### src/rtl/road_fighter_pkg.sv
// rtl/road_fighter_pkg.sv - shared types for the Road Fighter game-state controller
package road_fighter_pkg;

    typedef enum logic [2:0] {
        S_IDLE  = 3'd0,
        S_ARM   = 3'd1,
        S_RUN   = 3'd2,
        S_GRACE = 3'd3,
        S_OVER  = 3'd4
    } fl_state_t;

    typedef enum logic [1:0] {
        HIT_NONE = 2'd0,
        HIT_ONE  = 2'd1,
        HIT_KILL = 2'd2
    } hit_e;

    // Collapse the per-channel hazard reductions into one event; kill dominates.
    function automatic hit_e resolve_hit(input logic kill_any, input logic soft_any);
        if (kill_any) begin
            return HIT_KILL;
        end else if (soft_any) begin
            return HIT_ONE;
        end
        return HIT_NONE;
    endfunction

endpackage

### src/rtl/sat_fuel_counter.sv
// rtl/sat_fuel_counter.sv - fuel register with load, floored decrement and saturating refill
//
// Ports:
//   clk, resetN  clock, asynchronous active-low reset (value returns to FUEL_MAX)
//   load         force value to FUEL_MAX
//   dec          subtract 1, floor at 0
//   add          add REFILL after the decrement, ceiling at FUEL_MAX
//   value        registered fuel level
//   next_zero    value about to be registered is 0 (lets the FSM react in the same cycle)
module sat_fuel_counter
    import road_fighter_pkg::*;
#(
    parameter int unsigned FUEL_W   = 7,
    parameter int unsigned FUEL_MAX = 99,
    parameter int unsigned REFILL   = 20
) (
    input  logic              clk,
    input  logic              resetN,
    input  logic              load,
    input  logic              dec,
    input  logic              add,
    output logic [FUEL_W-1:0] value,
    output logic              next_zero
);

    // One extra bit so that the refill sum can exceed FUEL_MAX before clamping.
    localparam int unsigned W = FUEL_W + 1;
    localparam logic [W-1:0] MAX_W    = W'(FUEL_MAX);
    localparam logic [W-1:0] REFILL_W = W'(REFILL);

    logic [W-1:0]      cur;
    logic [W-1:0]      after_dec;
    logic [W-1:0]      after_add;
    logic [W-1:0]      clamped;
    logic [FUEL_W-1:0] value_nxt;

    always_comb begin
        cur       = {1'b0, value};
        after_dec = (dec && (cur != '0)) ? (cur - W'(1)) : cur;
        after_add = add ? (after_dec + REFILL_W) : after_dec;
        clamped   = (after_add > MAX_W) ? MAX_W : after_add;
        value_nxt = load ? FUEL_W'(FUEL_MAX) : clamped[FUEL_W-1:0];
        next_zero = (value_nxt == '0);
    end

    always_ff @(posedge clk or negedge resetN) begin
        if (!resetN) begin
            value <= FUEL_W'(FUEL_MAX);
        end else begin
            value <= value_nxt;
        end
    end

endmodule

### src/rtl/fuel_life_ctrl.sv
// rtl/fuel_life_ctrl.sv - fuel countdown, hearts, grace window and game-over FSM
//
// Ports:
//   clk, resetN    clock, asynchronous active-low reset
//   startN         start key, active-low level
//   one_sec_pulse  1 Hz single-cycle tick
//   hazard         per-channel collision levels
//   fuel_pickup    single-cycle fuel can pulse
//   fuel, hearts   registered fuel and heart counts
//   running        in S_RUN or S_GRACE
//   grace          in S_GRACE
//   game_over      in S_OVER
//   heart_lost     pulse on each heart decrement event
//   refilled       pulse when a pickup is applied
module fuel_life_ctrl
    import road_fighter_pkg::*;
#(
    parameter int unsigned       FUEL_W     = 7,
    parameter int unsigned       FUEL_MAX   = 99,
    parameter int unsigned       REFILL     = 20,
    parameter int unsigned       HEART_W    = 2,
    parameter int unsigned       HEARTS_MAX = 3,
    parameter int unsigned       GRACE_SECS = 2,
    parameter int unsigned       N_HAZ      = 2,
    parameter logic [N_HAZ-1:0]  KILL_MASK  = 2'b10
) (
    input  logic               clk,
    input  logic               resetN,
    input  logic               startN,
    input  logic               one_sec_pulse,
    input  logic [N_HAZ-1:0]   hazard,
    input  logic               fuel_pickup,
    output logic [FUEL_W-1:0]  fuel,
    output logic [HEART_W-1:0] hearts,
    output logic               running,
    output logic               grace,
    output logic               game_over,
    output logic               heart_lost,
    output logic               refilled
);

    localparam int unsigned GW = $clog2(GRACE_SECS + 1);
    localparam logic [GW-1:0]      GRACE_END = GW'(GRACE_SECS);
    localparam logic [HEART_W-1:0] H_MAX     = HEART_W'(HEARTS_MAX);
    localparam logic [HEART_W-1:0] H_ONE     = HEART_W'(1);

    fl_state_t          state, state_nxt;
    logic [HEART_W-1:0] hearts_nxt;
    logic [GW-1:0]      grace_cnt, grace_cnt_nxt;
    logic [GW-1:0]      grace_inc;
    logic               heart_lost_nxt;
    logic               refilled_nxt;
    logic               fuel_load, fuel_dec, fuel_add;
    logic               fuel_next_zero;
    hit_e               hit;

    sat_fuel_counter #(
        .FUEL_W   (FUEL_W),
        .FUEL_MAX (FUEL_MAX),
        .REFILL   (REFILL)
    ) u_fuel (
        .clk       (clk),
        .resetN    (resetN),
        .load      (fuel_load),
        .dec       (fuel_dec),
        .add       (fuel_add),
        .value     (fuel),
        .next_zero (fuel_next_zero)
    );

    assign hit = resolve_hit(|(hazard & KILL_MASK), |(hazard & ~KILL_MASK));

    // Grace timer saturates so a hazard held past the window simply delays the exit.
    assign grace_inc = (one_sec_pulse && (grace_cnt < GRACE_END)) ? (grace_cnt + GW'(1)) : grace_cnt;

    always_comb begin
        state_nxt      = state;
        hearts_nxt     = hearts;
        grace_cnt_nxt  = grace_cnt;
        heart_lost_nxt = 1'b0;
        refilled_nxt   = 1'b0;
        fuel_load      = 1'b0;
        fuel_dec       = 1'b0;
        fuel_add       = 1'b0;

        unique case (state)
            S_IDLE: begin
                if (!startN) begin
                    state_nxt = S_ARM;
                end
            end

            S_ARM: begin
                fuel_load     = 1'b1;
                hearts_nxt    = H_MAX;
                grace_cnt_nxt = '0;
                if (startN) begin
                    state_nxt = S_RUN;
                end
            end

            S_RUN: begin
                fuel_dec     = one_sec_pulse;
                fuel_add     = fuel_pickup;
                refilled_nxt = fuel_pickup;
                unique case (hit)
                    HIT_KILL: begin
                        hearts_nxt     = '0;
                        heart_lost_nxt = 1'b1;
                        state_nxt      = S_OVER;
                    end
                    HIT_ONE: begin
                        hearts_nxt     = hearts - H_ONE;
                        heart_lost_nxt = 1'b1;
                        grace_cnt_nxt  = '0;
                        state_nxt      = (hearts == H_ONE) ? S_OVER : S_GRACE;
                    end
                    default: ;
                endcase
                if (fuel_next_zero) begin
                    state_nxt = S_OVER;
                end
            end

            S_GRACE: begin
                fuel_dec     = one_sec_pulse;
                fuel_add     = fuel_pickup;
                refilled_nxt = fuel_pickup;
                if (hit == HIT_KILL) begin
                    hearts_nxt     = '0;
                    heart_lost_nxt = 1'b1;
                    state_nxt      = S_OVER;
                end else begin
                    grace_cnt_nxt = grace_inc;
                    if ((grace_inc == GRACE_END) && (hazard == '0)) begin
                        grace_cnt_nxt = '0;
                        state_nxt     = S_RUN;
                    end
                end
                if (fuel_next_zero) begin
                    state_nxt = S_OVER;
                end
            end

            S_OVER: begin
                if (!startN) begin
                    state_nxt = S_ARM;
                end
            end

            default: begin
                state_nxt = S_IDLE;
            end
        endcase
    end

    always_ff @(posedge clk or negedge resetN) begin
        if (!resetN) begin
            state      <= S_IDLE;
            hearts     <= H_MAX;
            grace_cnt  <= '0;
            running    <= 1'b0;
            grace      <= 1'b0;
            game_over  <= 1'b0;
            heart_lost <= 1'b0;
            refilled   <= 1'b0;
        end else begin
            state      <= state_nxt;
            hearts     <= hearts_nxt;
            grace_cnt  <= grace_cnt_nxt;
            running    <= (state_nxt == S_RUN) || (state_nxt == S_GRACE);
            grace      <= (state_nxt == S_GRACE);
            game_over  <= (state_nxt == S_OVER);
            heart_lost <= heart_lost_nxt;
            refilled   <= refilled_nxt;
        end
    end

endmodule

### config.mk
export PLATFORM = sky130hd
export DESIGN_NAME = fuel_life_ctrl
export DESIGN_NICKNAME = d
export VERILOG_FILES = /design/src/rtl/road_fighter_pkg.sv /design/src/rtl/sat_fuel_counter.sv /design/src/rtl/fuel_life_ctrl.sv
export SDC_FILE = /design/constraint.sdc
export NUM_CORES = 1
export LEC_CHECK = 0
export BUFFER_PORTS_ARGS = -buffer_cell sky130_fd_sc_hd__buf_4
export CAP_MARGIN = 25
export CORE_MARGIN = 2
export CORE_UTILIZATION = 40
export DETAILED_ROUTE_END_ITERATION = 7
export GPL_ROUTABILITY_DRIVEN = 0
export HOLD_SLACK_MARGIN = 0.02
export PLACE_DENSITY = 0.68
export SLEW_MARGIN = 0
export SYNTH_ARGS = -nofsm -noshare
export SYNTH_HDL_FRONTEND = slang
export SYNTH_SLANG_ARGS = --single-unit
export TNS_END_PERCENT = 30
### constraint.sdc
create_clock -name clk -period 5.7 [get_ports clk]
set_clock_uncertainty 0.15 [all_clocks]
set_input_delay 0.285 -clock clk [delete_from_list [all_inputs] [get_ports clk]]
set_output_delay 0.285 -clock clk [all_outputs]
set_load 0.005 [all_outputs]
==> results.toml, run 1 <==
[outcome]
outcome = "complete, no violations"

[clock_tree]
clkLatencyLatePin_ns = 0.29
cts_buffers = 3
cts_sinks = 19
post_cts_resized = 0
cts_tree = "built"
clkSlewWorstSetupHoldPaths_ns = 0.10
cts_root_buf = "clkbuf_4"
cts.path.max_buffers = 2
htree_levels = 1

[synthesis]
yosysUniqueCellTypes = 49
syn_avg_cell_area_sq_um = 8.65
yosys_register_bits = 19
synth_flop_cell = "dfrtp_1"
syn_inst = 165
synth_area_sq_mm = 0.00143
synth_nets = 176
synth-edff-count = 0
ys_warn_count = 0
synthArstFlopShare_pct = 100
yosysSeqAreaShare_pct = 33.8

[critical_path]
crit_path_start_kind = "register"
crit_chain = "inv_1, ha_1, nand4b_2, or2_2, o21ai_0, ha_1, or3_1, nor3b_2, mux2_4, and4b_1, o31a_1"
r2r_slack_ns = 2.18
regToRegStartpoint = "u_fuel.value[0]"
crit_required_ns = 5.73
critPathKind = "register to register"
path_common_cell = "ha_1"
worstPathMaxFanout = 8
max_stage_delay_ns = 0.40
r2r_cells = 11
worst_setup_path_end_kind = "register"
worst_ep_arrival_time_ns = 3.55
critPathSlowestCell = "dfstp_2"
r2r_end = "state[2]"

[timing]
slew_headroom_pct = 70.7
final.period_utilization_pct = 61.7
finalHoldViolations = 0
worst_slew_pin_slew_ns = 0.435
fmax_mhz = 284
drv_slew = 0
post-route-min-period_ns = 3.52
finalSetupTns_ns = 0
finalSetupViolCount = 0
rsz0062_at_grt = "no"

[floorplan]
chipWidth_um = 63.7
num_rows = 21
initial_core_util_pct = 42.1
pin_count = 21
core-area_sq_mm = 0.00339
die_area_sq_mm = 0.00406
die_y_um = 63.7

[cells_and_area]
final_cell_mix = "nor2_1, buf_4, nand2_1, dfrtp_1, a21oi_1"
post-route-util_pct = 48.1
design_area_sq_mm = 0.00163
nNetsFinal = 195
num_antenna_cells = 0
drive_above_1_share_pct = 25.7
nFillCells = 329
synthToLayoutAreaGrowth_pct = 14.1
final_cells = 229

[global_routing]
overflow = 0
grt_max_degree = 20
grt_usage_pct = 17.4
grt_pass1_wl_um = 5550
grt_antenna_before_repair = 0
first_global_vias = 1259

[power_and_ir_drop]
leakagePower_uw = 0.000718
p_per_area_mw_per_mm2 = 382
ir_drop_v = 0.000173
power_uw = 623

[route]
avgRoutedWirePerCell_um = 14.2
viasPerCell = 5.59
vias = 1279
drtAntennaViolNets = 0
drt-pass1-iter-count = 4
drc = 0
wl_um = 3260
drt_iter0_drc = 128

[placement]
hpwlAfterDp_um = 2570
dpl-instance-area_sq_mm = 0.00159
dp.cells = 224
port_buffers = 20

[hold_path]
hp-class = "input pin to register"
holdPathEnd = "hearts[0]"
hp-start = "hazard[1]"
hold_path_depth = 2

[job]
cap_violations = 0
per-layer routing:
metal / wire length, um / GRT usage (%)
met3: 188 / 2.29
met4: 49 / 7.34
met2: 1680 / 31.8
met1: 1340 / 20.2
met5: 0 / 0
per-stage QoR:
| step | worst slack [ns] | hold WS, ns |
|---|---|---|
| after floorplan | 2.50 | -0.161 |
| after global placement | 2.36 | 0.0194 |
| after detailed placement | 2.24 | 0.0219 |
| after CTS | 2.20 | 0.0724 |
| after global routing | 1.89 | 0.112 |
| final | 2.18 | 0.0858 |
state kept, by name, indices dropped and copies added, names as in the netlist:
name,cells
game_over,1
grace,1
grace_cnt,2
heart_lost,1
hearts,2
refilled,1
running,1
state,3
u_fuel.value,7
how the worst max path moves through the flow:
stage                     from         to  slack [ns]
2_1_floorplan  u_fuel.value[0]  game_over        2.50
3_3_place_gp          state[1]  game_over        2.36
3_5_place_dp   u_fuel.value[0]  game_over        2.24
4_1_cts        u_fuel.value[0]   state[2]        2.20
5_1_grt        u_fuel.value[0]      grace        1.89
6_report       u_fuel.value[0]   state[2]        2.18
synthesized netlist by cell type, types with 2 or more instances:
master	count	area (sq um)
nand3b_1	2	15.0
nor2b_1	4	25.0
xor2_1	2	17.5
nand2_1	13	48.8
o21a_1	2	15.0
nor2_1	20	75.1
or2_2	6	37.5
a211oi_1	3	22.5
nor3_1	4	20.0
clkbuf_1	4	15.0
a21oi_1	10	50.1
ha_1	4	50.1
dfstp_2	6	158
or3_2	2	15.0
inv_1	8	30.0
nand3_1	3	15.0
xnor2_1	4	35.0
nand2b_1	6	37.5
mux2i_1	3	30.0
nor4_1	4	25.0
or3_1	2	12.5
o22ai_1	3	18.8
o31a_1	2	17.5
dfrtp_1	13	325
o21ai_0	8	40.0
a31oi_1	2	12.5
buf_6	2	22.5
and4b_1	2	20.0
power breakdown:
part	switching, uW	total [uW]	internal, uW
Clock	38.6	65.8	27.2
Sequential	65.6	248	183
Combinational	162	309	147
worst max-delay path: cells and delay by family, from the launching register on:
family,cells,cell delay [ns]
AOI/OAI and AO/OA,2,0.69
adders and majority gates,2,0.49
buffers and inverters,1,0.11
DFF,1,0.40
muxes,1,0.33
and+or+nand+nor,5,1.23
kinds of logic after synthesis:
group           share of synthesized area, %
compound gates                          17.9
xor+xnor                                3.68
fa+ha+maj                               3.51
buf+inv                                 5.08
flops                                   33.8
mux                                     3.94
simple gates                            32.1
what timing repair did:
item | in CTS | in global routing
hold buffers | 1 | 0
setup buffers | 0 | 0
hold endpoints to repair | 19 | 0
cell type report:
type	instances	area, sq um	share of cell area [%]
clock buffer	4	26.3	1.61
timing repair buffer	21	160	9.83
inverter	8	30.0	1.84
multi-input combinational	131	872	53.5
tap	46	57.6	3.53
sequential	19	483	29.6
Power figures use the tool's default switching activity.
==> run 2, diff against run 1 <==
--- a/config.mk
+++ b/config.mk
@@ -5,6 +5,7 @@
 export SDC_FILE = /design/constraint.sdc
 export NUM_CORES = 1
 export LEC_CHECK = 0
+export ABC_AREA = 1
 export BUFFER_PORTS_ARGS = -buffer_cell sky130_fd_sc_hd__buf_4
 export CAP_MARGIN = 25
 export CORE_MARGIN = 2
@@ -12,7 +13,7 @@
 export DETAILED_ROUTE_END_ITERATION = 7
 export GPL_ROUTABILITY_DRIVEN = 0
 export HOLD_SLACK_MARGIN = 0.02
-export PLACE_DENSITY = 0.68
+export PLACE_DENSITY = 0.69
 export SLEW_MARGIN = 0
 export SYNTH_ARGS = -nofsm -noshare
 export SYNTH_HDL_FRONTEND = slang
==> constraint.sdc (replaced) <==
create_clock -name clk -period 3.44 [get_ports clk]
set_clock_uncertainty 0.15 [all_clocks]
set_input_delay 0.172 -clock clk [delete_from_list [all_inputs] [get_ports clk]]
set_output_delay 0.172 -clock clk [all_outputs]
set_load 0.005 [all_outputs]
==> run 2 against run 1 <==
Clock-buffer cell count is 1 lower. Sequential power up 71%. Flip-flop and latch count stayed put. Critical path type unchanged. Largest cell class unchanged.
==> results.toml, run 2 <==
[outcome]
outcome = "complete, no violations"

[synthesis]
yosysUniqueCellTypes = 29
ys_warn_count = 0
synth_flop_cell = "dfrtp_1"
yosysSeqAreaShare_pct = 35.3
synth_area_leaders = "dfrtp_1, nand2_1, dfstp_2"
yosys_register_bits = 19
yosys.area.top_type = "dfrtp_1"
syn_inst = 189
ys_top_cells_by_count = "nand2_1, inv_1, nand3_1"
synth_nets = 200
synth_top_cell_area_share_pct = 23.8
synth-edff-count = 0
syn_avg_cell_area_sq_um = 7.24
synth_area_sq_mm = 0.00137
yosysMostFrequentCell = "nand2_1"
synthArstFlopShare_pct = 100

[route]
wl_um = 2840
vias = 1268
drt_iter0_drc = 55
drc = 0
drt-pass1-iter-count = 4
avgRoutedWirePerCell_um = 10.8
drtAntennaViolNets = 0
viasPerCell = 4.82

[critical_path]
r2r_end = "state[2]"
crit_required_ns = 3.52
worstPathMaxFanout = 5
r2r_cells = 16
regToRegStartpoint = "u_fuel.value[0]"
crit_path_start_kind = "register"
worst_ep_arrival_time_ns = 3.03
worst_setup_path_end_kind = "register"
critPathKind = "register to register"
r2r_slack_ns = 0.50

[timing]
final.period_utilization_pct = 85.6
worst_slew_pin_slew_ns = 0.630
finalSetupViolCount = 0
setup_ws_ns = 0.496
hold_slack_ns = 0.0309
post-route-min-period_ns = 2.94
finalSetupTns_ns = 0
finalHoldViolations = 0
fmax_mhz = 340
slew_headroom_pct = 57.7
rsz0062_at_grt = "no"
drv_slew = 0

[cells_and_area]
synthToLayoutAreaGrowth_pct = 20.3
design_area_sq_mm = 0.00165
regMostFlops = "u_fuel.value"
largest_reg_flops = 7
multi_input_area_sq_um = 773
final_cell_mix = "nand2_1, inv_1, nand3_1, buf_4, nor2_1"
drive_above_1_share_pct = 27.2
regArea_sq_um = 483
final_cells = 263
final_common_cell = "nand2_1"
nNetsFinal = 229
top_regs = "u_fuel.value x7, state x3"
nFillCells = 343
num_antenna_cells = 0

[placement]
dp.cells = 255
dpl-instance-area_sq_mm = 0.00158
place_ws_ns = 0.521
port_buffers = 20
hpwlAfterDp_um = 2360

[power_and_ir_drop]
ir_drop_v = 0.000470
leakagePower_uw = 0.000884
p_per_area_mw_per_mm2 = 787

[global_routing]
grt_usage_pct = 15.4
grt_max_degree = 20
grt_antenna_before_repair = 0
first_global_vias = 1162
overflow = 0
grt_pass1_wl_um = 4860

[clock_tree]
postCtsSetupBuffers = 0
cts_buffers = 3
cts_root_buf = "clkbuf_4"
htree_levels = 1
cts_tree = "built"
clkLatencyLatePin_ns = 0.30
clkSlewWorstSetupHoldPaths_ns = 0.12
cts.path.max_buffers = 2
cts_sinks = 19

[floorplan]
chipWidth_um = 62.5
initial_core_util_pct = 41.3
num_rows = 21
core-area_sq_mm = 0.00331
pin_count = 21
die_y_um = 62.5
die_area_sq_mm = 0.00390

[hold_path]
hp-start = "hazard[0]"
hp-class = "input pin to register"
hold_path_depth = 5
holdPathEnd = "hearts[1]"

[job]
cap_violations = 0
## run 2: cells by family (layout without fill, tap and decap cells)
group	count (synthesis)	count (layout)	synth area share, %
AOI/OAI and AO/OA	17	17	8.14
xor gates and xnor gates	1	1	0.641
adders and majority gates	4	4	3.66
buffers and inverters	29	57	8.14
DFF	19	19	35.3
and+or+nand+nor	119	119	44.1
## run 2: worst max-delay path by stage
| stage | startpoint | endpoint | slack, ns | depth (start not counted) |
|---|---|---|---|---|
| after floorplan | u_fuel.value[0] | game_over | 0.73 | 19 |
| after global placement | u_fuel.value[0] | game_over | 0.56 | 19 |
| after detailed placement | u_fuel.value[0] | game_over | 0.52 | 19 |
| after CTS | u_fuel.value[0] | game_over | 0.48 | 19 |
| after global routing | u_fuel.value[0] | game_over | 0.29 | 19 |
| final | u_fuel.value[0] | state[2] | 0.50 | 16 |
## run 2: per-layer routing
| metal | wire length, um | up-vias | global-route usage [%] |
|---|---|---|---|
| met1 | 1260 | 573 | 18.7 |
| met4 | 51 | 0 | 6.11 |
| met3 | 79 | 6 | 1.62 |
| met5 | 0 | - | 0 |
| met2 | 1450 | 22 | 27.8 |
| li1 | - | 667 | - |
## run 2: timing repair
| action | 4_1_cts | 5_1_grt |
|---|---|---|
| endpoints found under the hold margin | 24 | 0 |
| resized for setup | 0 | 0 |
| hold buffers | 4 | 0 |
## run 2: critical path: stages (launching register included)
cell and delay, ns:
dfstp_2 0.58, inv_1 0.10, ha_1 0.28, xor2_1 0.16
nand3_1 0.13, nand2_2 0.09, ha_1 0.28, or2_2 0.29
nand2_1 0.09, nand3_1 0.10, nand3_2 0.09, nor2_2 0.05
nor2_4 0.11, nand4_2 0.12, nand2_1 0.10, nand2_1 0.06
nand3_1 0.11
## run 2: area by class of cell
class	count	share of cell area, %
Tap cell	46	3.50
Timing Repair Buffer	24	11.6
Sequential cell	19	29.4
Inverter	29	6.77
Clock buffer	3	1.37
Multi-Input combinational cell	141	47.0
Clock inverter	1	0.456
## run 2: per-stage QoR
stage / util [%] / power (uW)
floorplan: - / 958
global placement: 47.6 / 1180
detailed placement: 47.6 / 1190
CTS: 49.7 / 1310
global route: 49.7 / 1430
finish: 49.7 / 1300
## run 2: power breakdown
part / switching, uW / total (uW) / internal, uW
clock: 71.1 / 115 / 44.3
sequential: 102 / 425 / 323
combinational: 454 / 756 / 302
